[config.mk]
export PLATFORM = sky130hd
export DESIGN_NAME = gcd_reduce_flat
export DESIGN_NICKNAME = d
export VERILOG_FILES = /design/src/rtl/gcd_reduce_if.sv /design/src/rtl/gcd_reduce.sv /design/src/flat_wrapper.sv
export SDC_FILE = /design/constraint.sdc
export NUM_CORES = 1
export LEC_CHECK = 0
export CAP_MARGIN = 20
export CORE_MARGIN = 2
export CORE_UTILIZATION = 30
export CTS_CLUSTER_SIZE = 24
export DETAILED_ROUTE_END_ITERATION = 10
export PLACE_DENSITY = 0.47
export SLEW_MARGIN = 15
export SYNTH_ARGS = -nofsm -noshare
export SYNTH_HDL_FRONTEND = slang
export SYNTH_SLANG_ARGS = --single-unit
[constraint.sdc]
create_clock -name clk -period 8.3 [get_ports clk]
set_input_delay 0.83 -clock clk [delete_from_list [all_inputs] [get_ports clk]]
set_output_delay 0.83 -clock clk [all_outputs]
set_load 0.005 [all_outputs]
[src/rtl/gcd_reduce_if.sv]
// Operand/result bundle between the gcd stage and the ratio reducer.
// The master side drives operands and the gcd result; the slave side returns the reduced pair.
interface gcd_reduce_if #(
   parameter int WIDTH = 32
);
   logic [WIDTH-1:0] num1;
   logic [WIDTH-1:0] num2;
   logic [WIDTH-1:0] gcd_in;
   logic             gcd_done;
   logic [WIDTH-1:0] num_out;
   logic [WIDTH-1:0] den_out;
   logic             busy;
   logic             done;
   logic             err;

   modport master (
      output num1, num2, gcd_in, gcd_done,
      input  num_out, den_out, busy, done, err
   );

   modport slave (
      input  num1, num2, gcd_in, gcd_done,
      output num_out, den_out, busy, done, err
   );
endinterface

[src/rtl/gcd_reduce.sv]
// Reduces num1:num2 to lowest terms by dividing both by the gcd result,
// using two restoring dividers that share one divisor and retire one quotient bit per clock.
module gcd_reduce #(
   parameter int WIDTH = 32,
   parameter int CNT_W = 6
) (
   input logic        clk,
   input logic        reset,
   gcd_reduce_if.slave bus
);

   typedef enum logic {IDLE, DIV} state_t;

   state_t state, state_nxt;

   logic [WIDTH-1:0] a_q, a_nxt, b_q, b_nxt, d_q, d_nxt;
   logic [WIDTH:0]   ra_q, ra_nxt, rb_q, rb_nxt;
   logic [CNT_W-1:0] count, count_nxt;
   logic [WIDTH-1:0] num_out_q, num_out_nxt, den_out_q, den_out_nxt;
   logic             busy_q, busy_nxt, done_q, done_nxt, err_q, err_nxt;
   logic             gcd_done_q, start;

   // One restoring step: returns {new remainder, new quotient/dividend shift register}.
   function automatic logic [2*WIDTH:0] div_step(input logic [WIDTH:0]   r,
                                                  input logic [WIDTH-1:0] q,
                                                  input logic [WIDTH-1:0] d);
      logic [WIDTH:0] sh;
      sh = {r[WIDTH-1:0], q[WIDTH-1]};
      if (sh >= {1'b0, d})
         return {sh - {1'b0, d}, q[WIDTH-2:0], 1'b1};
      else
         return {sh, q[WIDTH-2:0], 1'b0};
   endfunction

   assign start = bus.gcd_done & ~gcd_done_q;

   always_comb begin
      // NOTE: every variable gets a hold default first so no path leaves it unassigned (no latch).
      state_nxt   = state;
      a_nxt       = a_q;
      b_nxt       = b_q;
      d_nxt       = d_q;
      ra_nxt      = ra_q;
      rb_nxt      = rb_q;
      count_nxt   = count;
      num_out_nxt = num_out_q;
      den_out_nxt = den_out_q;
      busy_nxt    = busy_q;
      done_nxt    = done_q;
      err_nxt     = err_q;

      case (state)
         IDLE: begin
            if (start) begin
               a_nxt     = bus.num1;
               b_nxt     = bus.num2;
               d_nxt     = bus.gcd_in;
               ra_nxt    = '0;
               rb_nxt    = '0;
               count_nxt = '0;
               busy_nxt  = 1'b1;
               done_nxt  = 1'b0;
               err_nxt   = 1'b0;
               state_nxt = DIV;
            end
         end
         DIV: begin
            {ra_nxt, a_nxt} = div_step(ra_q, a_q, d_q);
            {rb_nxt, b_nxt} = div_step(rb_q, b_q, d_q);
            count_nxt       = count + CNT_W'(1);
            // A zero divisor finishes on the first DIV edge instead of running all iterations.
            if (d_q == '0) begin
               num_out_nxt = '0;
               den_out_nxt = '0;
               err_nxt     = 1'b1;
               done_nxt    = 1'b1;
               busy_nxt    = 1'b0;
               state_nxt   = IDLE;
            end else if (count == CNT_W'(WIDTH - 1)) begin
               num_out_nxt = a_nxt;
               den_out_nxt = b_nxt;
               err_nxt     = (ra_nxt != '0) | (rb_nxt != '0);
               done_nxt    = 1'b1;
               busy_nxt    = 1'b0;
               state_nxt   = IDLE;
            end
         end
         default: state_nxt = IDLE;
      endcase
   end

   // NOTE: sequential state uses non-blocking assignments so every register samples pre-edge values.
   always_ff @(posedge clk) begin
      if (reset) state <= IDLE;
      else       state <= state_nxt;
   end

   always_ff @(posedge clk) begin
      if (reset) begin
         a_q        <= '0;
         b_q        <= '0;
         d_q        <= '0;
         ra_q       <= '0;
         rb_q       <= '0;
         count      <= '0;
         num_out_q  <= '0;
         den_out_q  <= '0;
         busy_q     <= 1'b0;
         done_q     <= 1'b0;
         err_q      <= 1'b0;
         gcd_done_q <= 1'b0;
      end else begin
         a_q        <= a_nxt;
         b_q        <= b_nxt;
         d_q        <= d_nxt;
         ra_q       <= ra_nxt;
         rb_q       <= rb_nxt;
         count      <= count_nxt;
         num_out_q  <= num_out_nxt;
         den_out_q  <= den_out_nxt;
         busy_q     <= busy_nxt;
         done_q     <= done_nxt;
         err_q      <= err_nxt;
         gcd_done_q <= bus.gcd_done;
      end
   end

   assign bus.num_out = num_out_q;
   assign bus.den_out = den_out_q;
   assign bus.busy    = busy_q;
   assign bus.done    = done_q;
   assign bus.err     = err_q;

endmodule

[src/flat_wrapper.sv]
// flat-port wrapper written by rule: the top's interface ports become plain ports
module gcd_reduce_flat 
#(
   parameter int WIDTH = 32,
   parameter int CNT_W = 6
)
  (clk, reset, bus_num1, bus_num2, bus_gcd_in, bus_gcd_done, bus_num_out, bus_den_out, bus_busy, bus_done, bus_err);
  gcd_reduce_if #(.WIDTH(WIDTH)) bus_i ();
  input logic clk;
  input logic reset;
  input wire logic [$bits(bus_i.num1)-1:0] bus_num1;
  input wire logic [$bits(bus_i.num2)-1:0] bus_num2;
  input wire logic [$bits(bus_i.gcd_in)-1:0] bus_gcd_in;
  input wire logic [$bits(bus_i.gcd_done)-1:0] bus_gcd_done;
  output wire logic [$bits(bus_i.num_out)-1:0] bus_num_out;
  output wire logic [$bits(bus_i.den_out)-1:0] bus_den_out;
  output wire logic [$bits(bus_i.busy)-1:0] bus_busy;
  output wire logic [$bits(bus_i.done)-1:0] bus_done;
  output wire logic [$bits(bus_i.err)-1:0] bus_err;
  assign bus_i.num1 = bus_num1;
  assign bus_i.num2 = bus_num2;
  assign bus_i.gcd_in = bus_gcd_in;
  assign bus_i.gcd_done = bus_gcd_done;
  assign bus_num_out = bus_i.num_out;
  assign bus_den_out = bus_i.den_out;
  assign bus_busy = bus_i.busy;
  assign bus_done = bus_i.done;
  assign bus_err = bus_i.err;
  gcd_reduce #(.WIDTH(WIDTH), .CNT_W(CNT_W)) u_core (.clk(clk), .reset(reset), .bus(bus_i));
endmodule
# Yosys cells after proc, flatten, opt, wreduce, memory -nomap -nowiden
# Cells that the tools add are included.
[totals] reg_bits=235 input_bits=99 word_cells=64
[classes] addsub=3 n_lt_le_gt_ge=2 n_eq_ne=3 n_mux=32 n_bitwise=4 reduce_logical=7
[ops] operator="$mux W65" count=4
[ops] operator="$pmux W32 S2" count=4
[ops] operator="$mux W32" count=7
[ops] operator="$ge A33 B32 Y1" count=2
[ops] operator="$reduce_bool A33 Y1" count=2
[ops] operator="$sub A33 B32 Y33" count=2
[ops] operator="$logic_not A32 Y1" count=1
[ops] operator="$pmux W6 S2" count=1
[ops] operator="$mux W1" count=11
[ops] operator="$pmux W1 S2" count=4
[ops] operator="$add A6 B1 Y6 const B" count=1
[ops] operator="$eq A6 B5 Y1 const B" count=1
[ops] operator="$mux W6" count=1
[ops] operator="$reduce_and A2 Y1" count=3
[ops] operator="$ne A3 B3 Y1 const B" count=1
[ops] operator="$ne A2 B1 Y1 const B" count=1
[ops] operator="$not A1 Y1" count=2
[ops] operator="$reduce_bool A2 Y1" count=1
[ops] operator="$and A1 B1 Y1" count=1
[ops] operator="$or A1 B1 Y1" count=1

# Logic depth before layout (Yosys ltp)
[depth] depth_word=8 depth_mapped=16 mapped_depth_nobuf=15

# Worst setup path before layout
# Ideal clock, no wire load.
[synth_path] path_kind="reg2reg" startpoint="register u_core.d_q[0]" endpoint="register u_core.err_q (netlist: u_core.bus.err)" arrival_ns=3.713 required_ns=8.176 setup_slack_ns=4.463 stages_incl_launch_ff=15 path_buffers=0 period_less_slack_ns=3.837 path_cell_list="dfxtp_1 > ha_1 > inv_1 > fa_1 > a21o_1 > a221o_1 > a221o_1 > a21oi_2 > a21oi_1 > xor2_1 > or4_1 > a211o_1 > or4_1 > nor4_1 > a21oi_1"
[synth_between] elab_chain_len=8
[synth_lines] item="from (decl)" line_no="gcd_reduce.sv:16" text="logic [WIDTH-1:0] a_q, a_nxt, b_q, b_nxt, d_q, d_nxt;"
[synth_lines] item="from (signal assigned)" line_no="gcd_reduce.sv:115" text="d_q <= d_nxt;"
[synth_lines] item="$sub A33 B32 Y33 / $ge A33 B32 Y1 (equally long branches)" line_no="gcd_reduce.sv:30, gcd_reduce.sv:29"
[synth_lines] item="$mux W65" line_no="gcd_reduce.sv:29" text="if (sh >= {1'b0, d})"
[synth_lines] item="$mux W65" line_no="gcd_reduce.sv:52" text="case (state)"
[synth_lines] item="$reduce_bool A33 Y1" line_no="gcd_reduce.sv:82" text="err_nxt = (ra_nxt != '0) | (rb_nxt != '0);"
[synth_lines] item="$or A1 B1 Y1" line_no="gcd_reduce.sv:82"
[synth_lines] item="$mux W1" line_no="gcd_reduce.sv:79" text="end else if (count == CNT_W'(WIDTH - 1)) begin"
[synth_lines] item="$mux W1" line_no="gcd_reduce.sv:72" text="if (d_q == '0) begin"
[synth_lines] item="$pmux W1 S2" line_no="gcd_reduce.sv:52"
[synth_lines] item="to (signal assigned)" line_no="gcd_reduce.sv:123" text="err_q <= err_nxt;"
[synth_lines] item="to (decl)" line_no="gcd_reduce.sv:20" text="logic busy_q, busy_nxt, done_q, done_nxt, err_q, err_nxt;"
# Parallel ways exist; a longest one is shown, timed or not. The select of a mux whose other input is x is not followed.
# A chain may end at the register's enable or synchronous reset.

# Worst setup path after layout
[layout_path] startpoint="register u_core.d_q[2]" endpoint="register u_core.err_q (netlist: u_core.bus.err)"
# Same word-level chain as after synthesis.

==> summary.txt <==
=====================================================================================
Most frequent standard cell in the layout excluding fill and tap cells .      nand2_1
Post-Syn Area per Cell .................................................   7.27 sq um
Maximum frequency from static timing analysis ..........................      202 MHz
Routed wire length .....................................................     50700 um
Async S/R FF share, synth ..............................................           0%
Register clock-pin slew on the reported worst setup and hold paths .....        60 ps
Synthesized netlist net count ..........................................         2079
Worst Setup End Kind ...................................................    flip-flop
Net switching fraction of the power ....................................        47.5%
Seq cells post-synth ...................................................          235
Top_reg_cell synth .....................................................      dfxtp_1
Worst slew margin relative to its limit ................................        31.6%
Stage delay of the slowest cell on the critical path ...................       560 ps
Most common cell on crit path ..........................................      a21oi_1
Number of buffers inserted for hold repair after clock tree synthesis ..            0
Final layout net count .................................................         2161
Sequential fraction of the synthesis area ..............................        33.8%
Fin Clk Skew ...........................................................      12.5 ps
Reg2reg end ............................................................ u_core.bus.err
Combinational group share of total power ...............................        62.0%
Worst skew pair latency ................................................       580 ps
Routed via count .......................................................        13900
Cell with the largest stage delay on the worst path ....................      o21ai_0
# H-tree levels ........................................................            1
Worst Min Path Start ................................................... u_core.bus.den_out[24]
Power per unit of standard cell area ...................................  429 nW/um^2
Final antenna diode count ..............................................            0
Root buffer selected by CTS ............................................    clkbuf_16
Max-cap violations .....................................................            0
Worst Max-Slew Pin Slew ................................................      1030 ps
Per-cell via count in the routed design ................................         5.31
Period Utilization, post-route .........................................        59.7%
Setup Buffers After CTS ................................................            0
Maximum number of pins on one net before global-route repair ...........          112
Final Hold Vio Count ...................................................            0
Post-synthesis to final-layout area growth .............................        22.6%
Area of combinational cells with multiple inputs .......................   8560 sq um
CTS max path bufs ......................................................            3
Worst Setup Start Kind .................................................    flip-flop
Number of synthesized flops with an enable pin .........................            0
Min Hold Slack .........................................................       449 ps
Switch Pwr .............................................................    0.00347 W
Timing startpoint of the critical path ................................. u_core.d_q[2]
Commonest cells after routing, fill and taps aside ..................... 365 x nand2_1, 319 x a21oi_1, 234 x dfxtp_1
IO Port Bufs ...........................................................          165
Average wire per cell in the routed design .............................      19.4 um
CP required ............................................................      8750 ps
Clock network power share ..............................................        18.7%
Synthesized instance count .............................................         1913
Core area ..............................................................  45600 sq um
CTS tree ...............................................................        built
Tmin final .............................................................      4960 ps
Die outline height .....................................................       219 um
Number of global-route vias before repair ..............................        13300
Number of unique standard cell types used by synthesis .................           73
Crit Path Max Fanout ...................................................           54
Starting density of the core ...........................................        30.5%
Fillcell total .........................................................         4790
Global router's overall resource usage .................................        20.6%
Reg-to-reg startpoint .................................................. u_core.d_q[2]
Total Neg Setup Slack ..................................................         0 ps
Post-synthesis cell area ...............................................  13900 sq um
Result of the run ......................................................    completed
Worst setup path endpoint .............................................. u_core.bus.err
Worst min-delay path category ..........................................   reg -> reg
R2R setup slack ........................................................      3340 ps
Detail Placement HPWL ..................................................     36400 um
Total global routing overflow ..........................................            0
Detailed-route DRC error count .........................................            0
Count of cells along the worst register-to-register path ...............           14
Horizontal die dimension ...............................................       219 um
RSZ-0062 raised after global routing ...................................        false
Rows ...................................................................           78
Post-placement setup slack .............................................      3470 ps
Slew Viols, Final ......................................................            0
Number of resized instances in the post-cts repair step ................            0
Share of final-layout standard cells stronger than drive strength 1 ....        5.70%
Static leakage power ...................................................      6.55 nW
Register cell area after layout ........................................   4710 sq um
Yosys warning count ....................................................            0
Arrival time of the worst setup path ...................................      5400 ps
Routability cong. ......................................................        0.928
Number of ports placed on the die boundary .............................          166
Reg power frac .........................................................        19.3%
Number of antenna violations at the first check in global routing ......            1
Clock buffers created by TritonCTS .....................................           30
Setup slack after layout ...............................................      3340 ps
Count of routing violations after the opening detailed-route iteration .          903
Count of nets left with antenna violations after detail routing ........            0
Floorplan die area .....................................................  48100 sq um
Category of the critical setup timing path .............................   reg -> reg
Internal power .........................................................    0.00383 W
VDD IR-drop max ........................................................     0.489 mV
Number of failing setup endpoints in the final timing report ...........            0
TritonCTS sink count ...................................................          235
Chain of cells forming the critical path ............................... inv_1 > ha_1 > o211ai_1 > a21oi_1 > o21ai_0 > a41oi_4 > a31oi_4 > buf_4 > nor4b_1 > o21bai_1 > or4_1 > or4b_1 > nor4_1 > a21oi_1
Number of iterations in the first detailed-routing pass ................            5
Wire length of the first global-routing pass ...........................     78000 um
=====================================================================================
[worst max-delay path: cells and delay by family, from the launching register on]
family | cells | cell delay, ps
AND/OR/NAND/NOR | 4 | 1700
flip-flops | 1 | 350
adder cells (fa/ha/maj) | 1 | 340
buffers and inverters | 2 | 640
AO/OA/AOI/OAI | 7 | 1780
[how the worst min path moves through the flow]
stage	endpoint	slack, ps	cells after the start
floorplan	u_core.bus.den_out[15]	450	2
global placement	u_core.bus.num_out[23]	440	2
detailed placement	u_core.bus.den_out[9]	440	2
CTS	u_core.bus.den_out[9]	450	2
global route	u_core.bus.den_out[24]	470	2
finish	u_core.bus.den_out[24]	450	2
[cells in the mapped netlist (26+ instances only)]
| cell | instances | area [sq um] |
|---|---|---|
| a21oi_1 | 320 | 1600 |
| a22o_1 | 41 | 359 |
| clkbuf_1 | 101 | 379 |
| dfxtp_1 | 235 | 4700 |
| ha_1 | 65 | 813 |
| inv_1 | 53 | 199 |
| mux2_2 | 27 | 304 |
| nand2_1 | 365 | 1370 |
| nand3_1 | 39 | 195 |
| nor2_1 | 224 | 841 |
| nor4_1 | 26 | 163 |
| o21ai_0 | 68 | 340 |
| xnor2_1 | 35 | 307 |
[flip-flops by register name (all words and copies together) (netlist names)]
| signal | flops |
|---|---|
| u_core.count | 6 |
| u_core.a_q | 32 |
| u_core.rb_q | 32 |
| u_core.gcd_done_q | 1 |
| u_core.bus.den_out | 32 |
| u_core.bus.done | 1 |
| u_core.state | 1 |
| u_core.d_q | 32 |
| u_core.bus.err | 1 |
| u_core.bus.num_out | 32 |
| u_core.b_q | 32 |
| u_core.ra_q | 32 |
| u_core.bus.busy | 1 |
[per-layer routing]
layer / wire (um) / GRT usage, % / part of all wire, %
met5: 15 / 0 / 0.030
met4: 1700 / 6.69 / 3.4
met3: 2460 / 2.51 / 4.9
met2: 22600 / 32.4 / 45
met1: 23900 / 29.2 / 47
[power by group through the flow]
stage	clock network, W	logic (W)	registers [W]
finish	0.00137	0.00453	0.00141
global route	0.00144	0.00497	0.00143
CTS	0.00140	0.00447	0.00141
detailed placement	0	0.00443	0.00143
global placement	0	0.00446	0.00143
floorplan	0	0.00330	0.00135
[metrics by stage]
stage / area [sq um] / util [%] / power (W) / cells
after floorplan: 13900 / - / 0.00465 / 1913
after global placement: 15900 / 35.0 / 0.00590 / 2560
after detailed placement: 15900 / 35.0 / 0.00587 / 2560
after CTS: 17000 / 37.2 / 0.00728 / 2613
after global routing: 17100 / 37.4 / 0.00784 / 2616
final: 17100 / 37.4 / 0.00731 / 2616
[layout make-up]
| cell class | instances | share of cell area, % |
|---|---|---|
| sequential | 235 | 27.6 |
| multi-input combinational | 1497 | 50.2 |
| clock buffer | 44 | 5.25 |
| tap | 600 | 4.40 |
| inverter | 53 | 1.17 |
| clock inverter | 9 | 0.785 |
| timing repair buffer | 178 | 10.6 |
[logic make-up after synthesis]
| group | synth area share [%] |
|---|---|
| muxes | 2.55 |
| buffers and inverters | 5.02 |
| AOI/OAI and AO/OA | 24.5 |
| adders and majority gates | 6.14 |
| DFF | 33.8 |
| and+or+nand+nor | 24.4 |
| xor gates and xnor gates | 3.53 |
No activity file was read; power rests on OpenSTA's default activity.
